## src/rtl/led_irq_mux_if.sv

```systemverilog
// rtl/led_irq_mux_if.sv - LED/interrupt aggregation bus between the static region and led_irq_mux
interface led_irq_mux_if #(
  parameter int NUM_CH = 3,
  parameter int SEL_W  = 2,
  parameter int CNT_W  = 8
);
  logic                    dfx_active;
  logic [NUM_CH-1:0]       led_i;
  logic [NUM_CH-1:0]       led_int_i;
  logic                    led_default_i;
  logic [SEL_W-1:0]        led_sel_i;
  logic [NUM_CH-1:0]       int_en_i;
  logic [NUM_CH-1:0]       int_clr_i;
  logic                    cnt_clr_i;
  logic                    led_o;
  logic [NUM_CH-1:0]       int_vec_o;
  logic                    irq_o;
  logic [NUM_CH-1:0]       pending_o;
  logic                    decoupled_o;
  logic [NUM_CH*CNT_W-1:0] ev_cnt_o;

  modport master (
    output dfx_active, led_i, led_int_i, led_default_i, led_sel_i,
    output int_en_i, int_clr_i, cnt_clr_i,
    input  led_o, int_vec_o, irq_o, pending_o, decoupled_o, ev_cnt_o
  );

  modport slave (
    input  dfx_active, led_i, led_int_i, led_default_i, led_sel_i,
    input  int_en_i, int_clr_i, cnt_clr_i,
    output led_o, int_vec_o, irq_o, pending_o, decoupled_o, ev_cnt_o
  );
endinterface

```

## src/rtl/led_irq_mux.sv

```systemverilog
// rtl/led_irq_mux.sv - DFX-aware RP LED select, sticky masked interrupt vector and event counters
module led_irq_mux #(
  parameter int              NUM_CH    = 3,
  parameter int              SEL_W     = 2,
  parameter int              CNT_W     = 8,
  parameter int              HOLDOFF   = 16,
  parameter logic [NUM_CH-1:0] EDGE_MODE = '1
) (
  input  logic         clk100,
  input  logic         rst,
  led_irq_mux_if.slave bus
);
  localparam int HOLD_W = (HOLDOFF > 1) ? $clog2(HOLDOFF) : 1;

  typedef enum logic [1:0] {RUN = 2'd0, DECOUPLE = 2'd1, SETTLE = 2'd2} state_t;

  state_t            state, state_nxt;
  logic [HOLD_W-1:0] hold_cnt, hold_nxt;
  logic              decoupled;
  logic              run;
  logic [NUM_CH-1:0] led_r, int_r, int_q;
  logic [NUM_CH-1:0] rise, ev_acc, pending;
  logic              led_q, sel_valid, sel_led;

  always_ff @(posedge clk100) begin
    if (rst) begin
      state     <= RUN;
      hold_cnt  <= '0;
      decoupled <= 1'b0;
    end else begin
      state     <= state_nxt;
      hold_cnt  <= hold_nxt;
      decoupled <= (state_nxt != RUN);
    end
  end

  always_comb begin
    state_nxt = state;
    hold_nxt  = hold_cnt;
    unique case (state)
      RUN: begin
        if (bus.dfx_active) state_nxt = DECOUPLE;
      end
      DECOUPLE: begin
        if (!bus.dfx_active) begin
          state_nxt = SETTLE;
          hold_nxt  = HOLD_W'(HOLDOFF - 1);
        end
      end
      SETTLE: begin
        if (bus.dfx_active) state_nxt = DECOUPLE;
        else if (hold_cnt == '0) state_nxt = RUN;
        else hold_nxt = hold_cnt - HOLD_W'(1);
      end
      default: state_nxt = RUN;
    endcase
  end

  assign run    = (state == RUN);
  // int_q tracks in every state so a level held across reconfiguration is not seen as an edge
  assign rise   = int_r & ~int_q;
  assign ev_acc = {NUM_CH{run}} & ((rise & EDGE_MODE) | (int_r & ~EDGE_MODE));

  always_comb begin
    sel_valid = 1'b0;
    sel_led   = 1'b0;
    for (int k = 0; k < NUM_CH; k++) begin
      if (int'(bus.led_sel_i) == k) begin
        sel_valid = 1'b1;
        sel_led   = led_r[k];
      end
    end
  end

  always_ff @(posedge clk100) begin
    if (rst) begin
      led_r   <= '0;
      int_r   <= '0;
      int_q   <= '0;
      pending <= '0;
      led_q   <= 1'b0;
    end else begin
      led_r   <= bus.led_i;
      int_r   <= bus.led_int_i;
      int_q   <= int_r;
      pending <= (pending & ~bus.int_clr_i) | ev_acc;
      // RP-sourced LED freezes while decoupled; the static default is always live
      if (!sel_valid) led_q <= bus.led_default_i;
      else if (run)   led_q <= sel_led;
    end
  end

  for (genvar k = 0; k < NUM_CH; k++) begin : g_cnt
    logic [CNT_W-1:0] cnt;
    always_ff @(posedge clk100) begin
      if (rst || bus.cnt_clr_i) cnt <= '0;
      else if (run && rise[k] && (cnt != {CNT_W{1'b1}})) cnt <= cnt + CNT_W'(1);
    end
    assign bus.ev_cnt_o[k*CNT_W +: CNT_W] = cnt;
  end

  assign bus.led_o       = led_q;
  assign bus.pending_o   = pending;
  assign bus.int_vec_o   = pending & bus.int_en_i;
  assign bus.irq_o       = |(pending & bus.int_en_i);
  assign bus.decoupled_o = decoupled;
endmodule

```

## src/flat_wrapper.sv

```systemverilog
// flat-port wrapper written by rule: the top's interface ports become plain ports
module led_irq_mux_flat 
#(
  parameter int              NUM_CH    = 3,
  parameter int              SEL_W     = 2,
  parameter int              CNT_W     = 8,
  parameter int              HOLDOFF   = 16,
  parameter logic [NUM_CH-1:0] EDGE_MODE = '1
)
  (clk100, rst, bus_dfx_active, bus_led_i, bus_led_int_i, bus_led_default_i, bus_led_sel_i, bus_int_en_i, bus_int_clr_i, bus_cnt_clr_i, bus_led_o, bus_int_vec_o, bus_irq_o, bus_pending_o, bus_decoupled_o, bus_ev_cnt_o);
  led_irq_mux_if #(.NUM_CH(NUM_CH), .SEL_W(SEL_W), .CNT_W(CNT_W)) bus_i ();
  input  logic clk100;
  input  logic rst;
  input wire logic [$bits(bus_i.dfx_active)-1:0] bus_dfx_active;
  input wire logic [$bits(bus_i.led_i)-1:0] bus_led_i;
  input wire logic [$bits(bus_i.led_int_i)-1:0] bus_led_int_i;
  input wire logic [$bits(bus_i.led_default_i)-1:0] bus_led_default_i;
  input wire logic [$bits(bus_i.led_sel_i)-1:0] bus_led_sel_i;
  input wire logic [$bits(bus_i.int_en_i)-1:0] bus_int_en_i;
  input wire logic [$bits(bus_i.int_clr_i)-1:0] bus_int_clr_i;
  input wire logic [$bits(bus_i.cnt_clr_i)-1:0] bus_cnt_clr_i;
  output wire logic [$bits(bus_i.led_o)-1:0] bus_led_o;
  output wire logic [$bits(bus_i.int_vec_o)-1:0] bus_int_vec_o;
  output wire logic [$bits(bus_i.irq_o)-1:0] bus_irq_o;
  output wire logic [$bits(bus_i.pending_o)-1:0] bus_pending_o;
  output wire logic [$bits(bus_i.decoupled_o)-1:0] bus_decoupled_o;
  output wire logic [$bits(bus_i.ev_cnt_o)-1:0] bus_ev_cnt_o;
  assign bus_i.dfx_active = bus_dfx_active;
  assign bus_i.led_i = bus_led_i;
  assign bus_i.led_int_i = bus_led_int_i;
  assign bus_i.led_default_i = bus_led_default_i;
  assign bus_i.led_sel_i = bus_led_sel_i;
  assign bus_i.int_en_i = bus_int_en_i;
  assign bus_i.int_clr_i = bus_int_clr_i;
  assign bus_i.cnt_clr_i = bus_cnt_clr_i;
  assign bus_led_o = bus_i.led_o;
  assign bus_int_vec_o = bus_i.int_vec_o;
  assign bus_irq_o = bus_i.irq_o;
  assign bus_pending_o = bus_i.pending_o;
  assign bus_decoupled_o = bus_i.decoupled_o;
  assign bus_ev_cnt_o = bus_i.ev_cnt_o;
  led_irq_mux #(.NUM_CH(NUM_CH), .SEL_W(SEL_W), .CNT_W(CNT_W), .HOLDOFF(HOLDOFF), .EDGE_MODE(EDGE_MODE)) u_core (.clk100(clk100), .rst(rst), .bus(bus_i));
endmodule
```

## config.mk

```make
export PLATFORM = sky130hd
export DESIGN_NAME = led_irq_mux_flat
export DESIGN_NICKNAME = d
export VERILOG_FILES = /design/src/rtl/led_irq_mux_if.sv /design/src/rtl/led_irq_mux.sv /design/src/flat_wrapper.sv
export SDC_FILE = /design/constraint.sdc
export NUM_CORES = 1
export LEC_CHECK = 0
export BUFFER_PORTS_ARGS = -buffer_cell sky130_fd_sc_hd__clkbuf_2
export CORE_ASPECT_RATIO = 0.9
export CORE_UTILIZATION = 52
export CTS_CLUSTER_DIAMETER = 50
export DETAILED_ROUTE_END_ITERATION = 10
export HOLD_SLACK_MARGIN = 0.03
export PLACE_DENSITY_LB_ADDON = 0.08
export SETUP_SLACK_MARGIN = 0.3
export SYNTH_ARGS = -nofsm -noshare
export SYNTH_HDL_FRONTEND = slang
export SYNTH_SLANG_ARGS = --single-unit
```

## constraint.sdc

```tcl
create_clock -name clk100 -period 2.4 [get_ports clk100]
set_clock_uncertainty 0.2 [all_clocks]
set_input_delay 0.36 -clock clk100 [delete_from_list [all_inputs] [get_ports clk100]]
set_output_delay 0.36 -clock clk100 [all_outputs]
set_load 0.03 [all_outputs]
```

==> results.md, run 1 <==
- Status: completed
- CP max FO: 10
- Initial Util: 56.8%
- # DRC: 0
- Net Sw Power: 327 uW
- CTS Buffer Depth: 2
- Crit end category: flop
- # fillers: 298
- Setup tns final: 0 ps
- Largest net degree at the start of global routing: 25
- Ports: 52
- Fmax: 0.523 GHz
- Area after DPL: 2280 um^2
- RR Endpoint: u_core.g_cnt[1].cnt[7]$_SDFFE_PP0P_
- Max IR drop VDD: 0.534 mV
- Synth cell count leaders: 44 x dfxtp_1, 30 x nor2_1, 16 x xor2_1
- CTS Hold Buffers Added: 0
- RSZ-0062 raised after global routing: false
- Combinational share of power: 9.4%
- Vias in the first global route: 1,417
- TritonCTS clock tree: built
- Initial DRC Count: 74
- Relative slew slack: 63.7%
- Routed wire length per instance: 12.3 um
- Most common cell in the synthesized netlist: dfxtp_1
- H-tree levels: 2
- DP HPWL: 2790 um
- Detailed-route via count: 1,655
- Antenna violations before repair: 0
- GP Congestion: 0.786
- Yosys reg bits: 44
- Startpoint class of the critical path: flop
- Final Cell Area: 2380 um^2
- R2R depth: 4
- Port Buffers: 51
- Core ar.: 3500 um^2
- Internal power: 1060 uW
- Power per cell area: 583 nW/um^2
- Area leader, netlist: dfxtp_1
- N_diodes: 0
- Clock Pin Slew Worst Setup and Hold Paths: 80 ps
- Slowest stage delay, CP: 510 ps
- Vias per cell: 5.34
- Seq pwr share: 55.3%
- Clock root buffer: clkbuf_8
- Final period utilization: 79.6%
- Average cell area after synthesis: 9.35 um^2
- Die footprint: 4080 um^2
- R2R setup slack: 490 ps
- Slew Viols, Final: 0
- Die width: 67.2 um
- Clock network fraction of total power: 35.4%
- Setup CP Type: reg -> reg
- Buf+Inv Stages, Crit Path: 0
- Area added between synthesis and finish: 19.5%
- Synth top area cells: dfxtp_1 44%, xor2_1 7.0%, nor2_1 5.7%, nor4b_4 3.6%, nor2b_1 3.1%
- Top cell type's share of synthesized area: 44.2%
- Final hold vios: 0
- Drt first pass iters: 4
- Row count: 20
- Skew-Pair Late Insertion Delay: 290 ps
- Top_reg_cell synth: dfxtp_1
- Post-synthesis cell area: 1990 um^2
- Post-Route WL: 3830 um
- Switching part of the total: 23.6%
- Critical Path AT: 1900 ps
- Fraction of registers with async set/reset: 0%
- Fin crit period: 1910 ps
- Grt ovf: 0
- Hold path startpoint: bus_led_i[2]
- EDFF count, synth: 0
- Clock sink count: 44
- Num CTS Buffers: 5
- Critical Path RT: 2390 ps
- ANT nets after route: 0
- Share of cells above drive strength 1: 27.4%
- Hold Crit Class: in -> reg
- Syn. warnings: 0
- Fin nets: 289
- Reg-to-Reg Start: u_core.state[0]$_SDFF_PP0_
- Largest delay share family, worst path: simple AND/OR/NAND/NOR gates
- Post-synthesis sequential area ratio: 44.2%
- Endpoint, Worst Hold: u_core.led_r[2]$_SDFF_PP0_
- Global-route usage over all layers: 21.2%
- Lkg Pwr: 0.00105 uW
- Post-synth net total: 236
- Worst Tran Pin Value: 544 ps
- Worst path slowest cell: nor4b_4
- Synth Instances: 213
- Max-cap violations: 0
- Worst path cell trace: nor4b_4, and4_1, a21oi_1, a31o_2
- First-pass GRT wire length: 6330 um
- Final setup viols: 0
- Number of distinct library cells after synthesis: 37
- Die height: 60.7 um
- Hold Path Depth: 2
[worst max path at each step]
stage | from | to | cells after the start
2_1_floorplan | u_core.g_cnt[1].cnt[0]$_SDFFE_PP0P_ | u_core.g_cnt[1].cnt[1]$_SDFFE_PP0P_ | 5
3_3_place_gp | u_core.state[0]$_SDFF_PP0_ | u_core.g_cnt[0].cnt[7]$_SDFFE_PP0P_ | 4
3_5_place_dp | u_core.state[0]$_SDFF_PP0_ | u_core.g_cnt[0].cnt[7]$_SDFFE_PP0P_ | 4
4_1_cts | u_core.state[0]$_SDFF_PP0_ | u_core.g_cnt[0].cnt[7]$_SDFFE_PP0P_ | 4
5_1_grt | u_core.state[0]$_SDFF_PP0_ | u_core.g_cnt[0].cnt[1]$_SDFFE_PP0P_ | 4
6_report | u_core.state[0]$_SDFF_PP0_ | u_core.g_cnt[1].cnt[7]$_SDFFE_PP0P_ | 4
[state kept, by name (all words and copies together), names as in the netlist]
signal / cells
u_core.bus.led_o: 1
u_core.int_q: 3
u_core.state: 2
u_core.bus.decoupled_o: 1
u_core.led_r: 3
u_core.int_r: 3
u_core.g_cnt.cnt: 24
u_core.bus.pending_o: 3
u_core.hold_cnt: 4
[metrics by stage]
| stage | worst slack [ps] | instances | power (uW) | util (%) | hold slack (ps) |
|---|---|---|---|---|---|
| after floorplan | 543 | 213 | 873 | - | 239 |
| after global placement | 508 | 303 | 912 | 65.1 | 260 |
| after detailed placement | 448 | 303 | 914 | 65.1 | 266 |
| after CTS | 435 | 310 | 1400 | 67.9 | 67.0 |
| after global routing | 344 | 310 | 1450 | 67.9 | 95.1 |
| final | 489 | 310 | 1390 | 67.9 | 70.4 |
[cells by family after synthesis]
| group | share of synthesized area (%) |
|---|---|
| AO/OA/AOI/OAI | 14.9 |
| XOR/XNOR | 7.04 |
| adder cells (fa/ha/maj) | 2.51 |
| buffers and inverters | 3.21 |
| flip-flops | 44.2 |
| multiplexers | 2.58 |
| AND/OR/NAND/NOR | 25.5 |
[cell type report]
cell class	count	area (um^2)	area share (%)
timing repair buffer	53	270	11.4
tap	44	55.1	2.31
sequential	44	881	37.0
multi-input combinational	154	1050	44.0
clock buffer	7	96.3	4.05
inverter	8	30.0	1.26
[worst reg2reg max path, cell delays in order (launching register included)]
cell and delay, ps:
dfxtp_1 480, nor4b_4 510, and4_1 320, a21oi_1 80
a31o_2 220
[metal layers]
metal | GRT usage [%] | part of all wire (%) | vias up
met2 | 31.9 | 42 | 46
met5 | 0 | 0 | -
met3 | 5.08 | 5.4 | 4
met1 | 28.3 | 51 | 747
met4 | 10.9 | 1.4 | 0
li1 | - | - | 858
[cells in the final DEF, fill, tap and decap left out, types with 2 or more instances in the layout]
master,instances
a211oi_1,3
a21oi_1,11
a31o_2,2
and2_1,7
and3_1,7
and4_1,2
buf_4,2
clkbuf_2,51
clkbuf_8,7
dfxtp_1,44
ha_1,4
inv_1,8
mux2i_1,4
nand2_1,7
nand3_1,6
nand4_1,7
nor2_1,30
nor2b_1,10
nor3_1,3
nor4b_4,3
o2111ai_1,3
o211ai_1,5
o21ai_0,6
o21ba_2,2
o21bai_1,2
or2_2,3
xor2_1,16
[timing repair]
action / CTS / global route
gates resized for setup: 0 / 0
endpoints found under the setup margin: 0 / 2
buffers inserted: 0 / 0
hold endpoints to repair: 0 / 0
[power by group through the flow]
stage	Combinational (uW)	Sequential [uW]	Clock [uW]
after floorplan	82.8	791	0
after global placement	129	783	0
after detailed placement	130	784	0
after CTS	131	766	500
after global routing	146	769	530
final	130	766	490
No activity file was read; power rests on OpenSTA's default activity.
==> run 2, diff against run 1 <==
--- a/config.mk
+++ b/config.mk
@@ -5,9 +5,10 @@
 export SDC_FILE = /design/constraint.sdc
 export NUM_CORES = 1
 export LEC_CHECK = 0
+export ABC_AREA = 1
 export BUFFER_PORTS_ARGS = -buffer_cell sky130_fd_sc_hd__clkbuf_2
 export CORE_ASPECT_RATIO = 0.9
-export CORE_UTILIZATION = 52
+export CORE_UTILIZATION = 48
 export CTS_CLUSTER_DIAMETER = 50
 export DETAILED_ROUTE_END_ITERATION = 10
 export HOLD_SLACK_MARGIN = 0.03
==> constraint.sdc (replaced) <==
create_clock -name clk100 -period 1.75 [get_ports clk100]
set_clock_uncertainty 0.2 [all_clocks]
set_input_delay 0.2625 -clock clk100 [delete_from_list [all_inputs] [get_ports clk100]]
set_output_delay 0.2625 -clock clk100 [all_outputs]
set_load 0.03 [all_outputs]
==> run 2 against run 1 <==
Net effect: sequential power is 36% higher; routed wire length increased by 30%; die area rose by 21%; largest power group unchanged; clock power is 31% higher; count of clock-buffer cells in the layout is 2 lower; critical path type unchanged.
==> results.md, run 2 <==
- Share of cells above drive strength 1: 38.9%
- Largest Register: u_core.g_cnt.cnt
- Post-Route WL: 4980 um
- Clock root buffer: clkbuf_8
- Vias in the first global route: 1,811
- Final Cell Area: 3110 um^2
- Vias per cell: 4.69
- Status: completed
- Num CTS Buffers: 5
- Global-route track usage on met1: 23.6%
- Skew-Pair Late Insertion Delay: 300 ps
- Critical Path AT: 1470 ps
- Relative slew slack: 58.0%
- Slew Viols, Final: 0
- Fin nets: 428
- Drt first pass iters: 4
- Area added between synthesis and finish: 38.5%
- Ports: 52
- Routed wire length per instance: 10.6 um
- R2R depth: 7
- Lkg Pwr: 0.00139 uW
- Final hold vios: 0
- Footprint of the multi-input gates: 1290 um^2
- Post-synth net total: 348
- Fmax: 0.688 GHz
- Detailed-route via count: 2,197
- Initial DRC Count: 53
- Setup tns final: 0 ps
- Die width: 74.0 um
- # DRC: 0
- Final period utilization: 83.1%
- Hold_ws: 35.5 ps
- CTS Buffer Depth: 2
- Largest register FFs: 24
- EDFF count, synth: 0
- Initial Util: 50.3%
- Fin crit period: 1450 ps
- Average cell area after synthesis: 6.90 um^2
- Max IR drop VDD: 0.445 mV
- Most common cell in the synthesized netlist: nand2_1
- Hold Crit Class: in -> reg
- Top cell type's share of synthesized area: 39.3%
- Busiest grt layer: met2
- Final setup viols: 0
- Row count: 23
- GP Congestion: 0.866
- H-tree levels: 2
- Worst Tran Pin Value: 630 ps
- TritonCTS clock tree: built
- Yosys reg bits: 44
- Clock Pin Slew Worst Setup and Hold Paths: 90 ps
- GR Util met3: 4.08%
- Most common cell after layout, fill and taps aside: nand2_1
- Core ar.: 4460 um^2
- Most frequent cells in the layout: 76 x nand2_1, 49 x inv_1, 45 x clkbuf_2
- ANT nets after route: 0
- Synth top area cells: dfxtp_1 39%, nand2_1 15%, inv_1 8.4%, nor2_1 7.4%, a21oi_1 4.2%
- Antenna violations before repair: 0
- Die footprint: 4950 um^2
- Die height: 66.8 um
- Grt ovf: 0
- Power per cell area: 631 nW/um^2
- GR Util met2: 34.5%
- Number of distinct library cells after synthesis: 26
- Global-route usage over all layers: 19.6%
- Fraction of registers with async set/reset: 0%
- First-pass GRT wire length: 7510 um
- Sequential Area: 937 um^2
- Clock sink count: 44
- CP max FO: 5
- Crit end category: flop
- # fillers: 390
- Post-synthesis sequential area ratio: 39.3%
- Area after DPL: 2660 um^2
- Area leader, netlist: dfxtp_1
- N_diodes: 0
- Max-cap violations: 0
- Synth cell count leaders: 88 x nand2_1, 50 x inv_1, 44 x dfxtp_1, 44 x nor2_1, 19 x a21oi_1
- Top_reg_cell synth: dfxtp_1
- DP HPWL: 3350 um
- Setup CP Type: reg -> reg
- Critical Path RT: 1770 ps
- Syn. warnings: 0
- Post-synthesis cell area: 2240 um^2
- Port Buffers: 51
- RSZ-0062 raised after global routing: true
- Startpoint class of the critical path: flop
- Largest net degree at the start of global routing: 21
- Synth Instances: 325
- Leading registers by flop count: u_core.g_cnt.cnt x24, u_core.hold_cnt x4
- Hold Path Depth: 4
## run 2: final cells by class
type,instances,share of cell area [%]
multi-input cells,224,41.5
flip-flops and latches,44,30.2
repair buffers,76,15.8
inverters,54,7.17
well taps,62,2.50
clock buffers,5,2.22
clock inverters,3,0.685
## run 2: report_power, final
part / switching, uW / internal [uW]
clock: 358 / 285
sequential: 19.2 / 1020
combinational: 168 / 110
total: 546 / 1410
## run 2: layer usage
layer  share of wire (%)  vias to the layer above
met5                   0                        -
met4                0.82                        0
met3                 3.5                        6
met2                  52                       41
met1                  44                      992
li1                    -                     1158
## run 2: metrics by stage
step | setup WS, ps | util (%) | std cells | total power [uW]
after floorplan | 302 | - | 325 | 1220
after global placement | 298 | 59.6 | 437 | 1280
after detailed placement | 281 | 59.6 | 437 | 1290
after CTS | 296 | 65.2 | 460 | 1950
after global routing | 225 | 69.6 | 468 | 2060
final | 296 | 69.6 | 468 | 1960
## run 2: path summary, 6_finish.rpt
path,end,startpoint,slack (ps)
worst max-delay path,u_core.g_cnt[1].cnt[4]$_SDFFE_PP0P_,u_core.g_cnt[1].cnt[1]$_SDFFE_PP0P_,300
worst min-delay path,u_core.bus.pending_o[0]$_SDFF_PP0_,bus_int_clr_i[0],40
worst max register to register,u_core.g_cnt[1].cnt[4]$_SDFFE_PP0P_,u_core.g_cnt[1].cnt[1]$_SDFFE_PP0P_,300
worst min register to register,u_core.int_q[2]$_SDFF_PP0_,u_core.int_r[2]$_SDFF_PP0_,220
## run 2: critical path, stage by stage, from the launching register on
cell     delay, ps
dfxtp_4        380
ha_4           140
nand2_4         60
nor2_4         140
buf_4          130
xor2_2         150
nand2_2         70
a21oi_2        100
## run 2: cell families (layout without fill, tap and decap cells)
group | count (synthesis) | after routing | synth area share [%]
AOI/OAI and AO/OA | 34 | 34 | 8.43
buffers and inverters | 57 | 138 | 10.1
xor gates and xnor gates | 9 | 9 | 3.52
adders and majority gates | 4 | 4 | 2.23
DFF | 44 | 44 | 39.3
and+or+nand+nor | 177 | 177 | 36.4
## run 2: timing repair
action	4_1_cts	5_1_grt
pin swaps	6	19
gates resized for setup	8	56
hold buffers	9	0
buffers inserted	6	8
endpoints found under the setup margin	18	35
endpoints found under the hold margin	9	0
